--- src/rtl/nibble_bank_pkg.sv ---
// Shared types and defaults for the nibble bank write arbiter.
package nibble_bank_pkg;

    typedef enum logic {StIdle, StWrite} state_t;

    localparam logic ReqA = 1'b0;
    localparam logic ReqB = 1'b1;

    localparam int unsigned DwDefault   = 4;
    localparam int unsigned NregDefault = 4;
    localparam int unsigned CwDefault   = 8;

endpackage

--- src/rtl/dff4_ce.sv ---
// Clock-enabled register with synchronous clear; clear wins over enable.
module dff4_ce #(
    parameter int unsigned W = 4
) (
    input  logic         clk,
    input  logic         clr,
    input  logic         ce,
    input  logic [W-1:0] d,
    output logic [W-1:0] q
);

    always_ff @(posedge clk) begin
        if (clr) begin
            q <= '0;
        end else if (ce) begin
            q <= d;
        end
    end

endmodule

--- src/rtl/nibble_bank_arb.sv ---
// Round-robin arbiter granting two requesters write access to a shared register bank,
// with a combinational read port and a saturating write counter.
module nibble_bank_arb
    import nibble_bank_pkg::*;
#(
    parameter int unsigned DW   = DwDefault,
    parameter int unsigned NREG = NregDefault,
    parameter int unsigned AW   = 2,
    parameter int unsigned CW   = CwDefault
) (
    input  logic            clk,
    input  logic            clr,
    input  logic            req_a,
    input  logic [AW-1:0]   addr_a,
    input  logic [DW-1:0]   wdata_a,
    input  logic            req_b,
    input  logic [AW-1:0]   addr_b,
    input  logic [DW-1:0]   wdata_b,
    output logic            gnt_a,
    output logic            gnt_b,
    output logic [NREG-1:0] ce,
    input  logic [AW-1:0]   raddr,
    output logic [DW-1:0]   rdata,
    output logic [CW-1:0]   wr_cnt
);

    state_t          state;
    logic            prio;
    logic            id_q;
    logic [AW-1:0]   addr_q;
    logic [DW-1:0]   data_q;

    logic            win_b;
    logic [AW-1:0]   sel_addr;
    logic [DW-1:0]   sel_data;
    logic [NREG-1:0] sel_ce;
    logic [DW-1:0]   bank [NREG];

    // B wins when it is the only requester or holds priority under contention.
    always_comb begin
        win_b    = req_b && (!req_a || (prio == ReqB));
        sel_addr = win_b ? addr_b : addr_a;
        sel_data = win_b ? wdata_b : wdata_a;
        sel_ce   = NREG'(1) << sel_addr;
    end

    always_ff @(posedge clk) begin
        if (clr) begin
            state  <= StIdle;
            prio   <= ReqA;
            id_q   <= ReqA;
            addr_q <= '0;
            data_q <= '0;
            gnt_a  <= 1'b0;
            gnt_b  <= 1'b0;
            ce     <= '0;
            wr_cnt <= '0;
        end else begin
            case (state)
                StIdle: begin
                    if (req_a || req_b) begin
                        id_q   <= win_b;
                        addr_q <= sel_addr;
                        data_q <= sel_data;
                        gnt_a  <= !win_b;
                        gnt_b  <= win_b;
                        ce     <= sel_ce;
                        state  <= StWrite;
                    end
                end
                StWrite: begin
                    gnt_a <= 1'b0;
                    gnt_b <= 1'b0;
                    ce    <= '0;
                    prio  <= ~id_q;
                    if (wr_cnt != {CW{1'b1}}) begin
                        wr_cnt <= wr_cnt + CW'(1);
                    end
                    state <= StIdle;
                end
                default: state <= StIdle;
            endcase
        end
    end

    // The bank captures data_q on the edge that ends WRITE, while ce is still high.
    for (genvar i = 0; i < NREG; i++) begin : g_bank
        dff4_ce #(
            .W(DW)
        ) u_reg (
            .clk(clk),
            .clr(clr),
            .ce (ce[i]),
            .d  (data_q),
            .q  (bank[i])
        );
    end

    assign rdata = bank[raddr];

endmodule

--- config.mk ---
export PLATFORM = sky130hd
export DESIGN_NAME = nibble_bank_arb
export DESIGN_NICKNAME = d
export VERILOG_FILES = /design/src/rtl/nibble_bank_pkg.sv /design/src/rtl/dff4_ce.sv /design/src/rtl/nibble_bank_arb.sv
export SDC_FILE = /design/constraint.sdc
export NUM_CORES = 1
export LEC_CHECK = 0
export CAP_MARGIN = 20
export CORE_UTILIZATION = 53
export CTS_CLUSTER_DIAMETER = 150
export DETAILED_ROUTE_END_ITERATION = 12
export PLACE_DENSITY = 0.83
export SYNTH_ARGS = -nofsm -noshare
export SYNTH_HDL_FRONTEND = slang
export SYNTH_SLANG_ARGS = --single-unit
--- constraint.sdc ---
create_clock -name clk -period 3.1 [get_ports clk]
set_input_delay 0.62 -clock clk [delete_from_list [all_inputs] [get_ports clk]]
set_output_delay 0.62 -clock clk [all_outputs]
set_load 0.01 [all_outputs]
==> results by group <==
Run status
  • Result of the run: finished, violations left
  • Failing checks: design-rule violations

Timing
  • RSZ-0062 raised after global routing: no
  • PnR worst setup slack: 204 ps
  • Hold Slack: 498 ps
  • Fin crit period: 2900 ps
  • Slew Viols, Final: 0
  • Max Clock Freq: 0.345 GHz
  • Final hold violation count: 0
  • Final setup viols: 0
  • Tightest Pin Transition: 395 ps
  • Slew headroom: 73.6%
  • Final period util: 93.4%
  • Setup TNS: 0 ps
  • Worst Skew: 12.0 ps

Worst setup path
  • R2R setup slack: 1520 ps
  • Crit end category: output pin
  • Worst setup SP type: primary input
  • Arr. time, crit path: 2280 ps
  • Worst Path Max Fanout: 4
  • Setup CP Type: in -> out
  • Worst path required time: 2480 ps

Clock tree
  • Root Driver: clkbuf_4
  • CTS Hold Bufs: 0
  • Clk sink count: 37
  • Clock transition at path regs: 100 ps
  • Post-CTS Setup Inserts: 0
  • Post-cts sizing count: 0
  • Clock tree buffer depth: 2
  • CTS tree: done
  • Num CTS Buffers: 5
  • H-Tree Depth: 2
  • Worst-Skew Late Latency: 340 ps

Routing
  • Post-DRT Antenna Nets: 0
  • Post-Route WL: 3510 microns
  • DRC: 3
  • Total vias in the final route: 1368
  • Initial DRC Count: 64
  • Drt pass-1 iters: 8
  • DR WL/cell: 15.1 microns
  • Vias/cell: 5.90

Placement
  • RePlAce Congestion: 0.737
  • Placed instance area: 0.00197 sq mm
  • Setup slack at placement: 198 ps
  • Detailed Place HPWL: 2590 microns
  • # port buffers: 35

Logic synthesis
  • Post-synth EDFFs: 0
  • Ys async rst share: 0%
  • YS warnings: 0
  • Synth Cell Area: 0.00166 sq mm
  • Distinct cell type count after synthesis: 40
  • FF+latch count, synth: 37
  • Register area share after synthesis: 44.7%
  • Post-Syn Nets: 190
  • Avg Inst Size Synth: 9.69 sq um
  • Cells after Synth: 171
  • Top_reg_cell synth: dfxtp_1

Finish
  • Register Area: 741 sq um
  • Area Growth Syn to Fin: 24.0%
  • Filler cells: 212
  • Layout cells sized above 1: 10.9%
  • Area occupied by multi-input gates: 821 sq um
  • Finished Cell Area: 0.00205 sq mm
  • Post-Route Utilization: 72.0%
  • Antenna diode count: 0
  • Number of nets in the layout: 219

Global routing
  • Tot GR Track Use: 23.5%
  • Global-route wire length before repair: 5930 microns
  • Gr ovfl total: 0
  • Vias in the first global route: 1383
  • Largest net degree at the start of global routing: 22
  • Initial antenna violation count: 0

Floorplan
  • Die W: 57.9 microns
  • Row Count: 19
  • IO Count: 36
  • Initial Utilization: 58.1%
  • Die ar.: 0.00335 sq mm
  • Core area: 0.00285 sq mm
  • Die height: 57.9 microns

Power and ir drop
  • Power Density: 478 mW/mm^2
  • LEAKAGE: 0.748 nW
  • Worst vdd ir: 339 uV

Flow run
  • Max-cap viol count: 0

Worst hold path
  • Worst hold path type: reg -> reg
## worst paths after layout
check	cells after the start	from	end
worst max-delay path	3	raddr[0]	rdata[2]
worst min-delay path	2	gnt_a	gnt_a
worst max register to register	4	state	wr_cnt[7]
worst min register to register	2	gnt_a	gnt_a
## kinds of logic after synthesis
group                      count (synthesis)  synth area share (%)
and+or+nand+nor                           65                  18.1
buffers and inverters                     17                  5.74
adders and majority gates                  1                 0.755
DFF                                       37                  44.7
muxes                                     23                  16.9
xor gates and xnor gates                   1                 0.529
AOI/OAI and AO/OA                         27                  13.2
## synthesized netlist by cell type, types with 2 or more instances
cell	instances	area, sq um
dfxtp_1	37	741
inv_1	3	11.3
a211oi_1	2	15.0
nor3_1	3	15.0
a21oi_1	4	20.0
buf_4	4	30.0
nand2_1	16	60.1
nand3_1	4	20.0
clkbuf_1	6	22.5
a22oi_1	4	30.0
mux2i_1	19	190
nor3_4	2	32.5
buf_6	2	22.5
a31oi_1	3	18.8
nor2_1	33	124
o21bai_1	2	15.0
mux4_2	4	90.1
## through the flow
stage	total power, W	std cells
4_1_cts	0.000984	232
3_5_place_dp	0.000642	224
2_1_floorplan	0.000594	171
3_3_place_gp	0.000638	224
6_report	0.000981	232
5_1_grt	0.00102	232
## critical path, cell delays in order
cell and delay (ps):
clkdlybuf4s50_1 620, mux4_2 540, clkdlybuf4s50_1 490
## metal layers
metal	global-route usage, %	part of all wire [%]
met3	5.58	5.5
met1	26.0	40
met4	11.9	1.8
met2	41.9	52
met5	0	0
## state kept, by name, summed over array words and instances, names as in the netlist
signal	flops
g_bank.u_reg.q	16
wr_cnt	8
ce	4
data_q	4
gnt_a	1
gnt_b	1
id_q	1
prio	1
state	1
## power breakdown
group / internal, W / switching [W] / leakage, nW
clock: 0.000193 / 0.000157 / 0.0455
combinational: 0.0000637 / 0.0000504 / 0.402
sequential: 0.000493 / 0.0000246 / 0.301
total: 0.000750 / 0.000232 / 0.748
## layout make-up
class / instances / area share, %
sequential: 37 / 36.1
inverter: 3 / 0.548
timing repair buffer: 36 / 17.4
clock inverter: 1 / 1.46
tap: 31 / 1.89
multi-input combinational: 117 / 40.0
clock buffer: 7 / 2.68
## cells in the final DEF, fill, tap and decap left out, drive strengths merged, types with 2 or more instances in the layout
cell type      count
mux2i             19
o21ai              3
o21bai             2
nor3               5
clkbuf             7
a21oi              4
a22oi              4
mux4               4
a31oi              3
clkdlybuf4s50     35
dfxtp             37
nand3              4
nand2             16
a211oi             2
inv                3
nor2              34
Power figures use the tool's default switching activity.
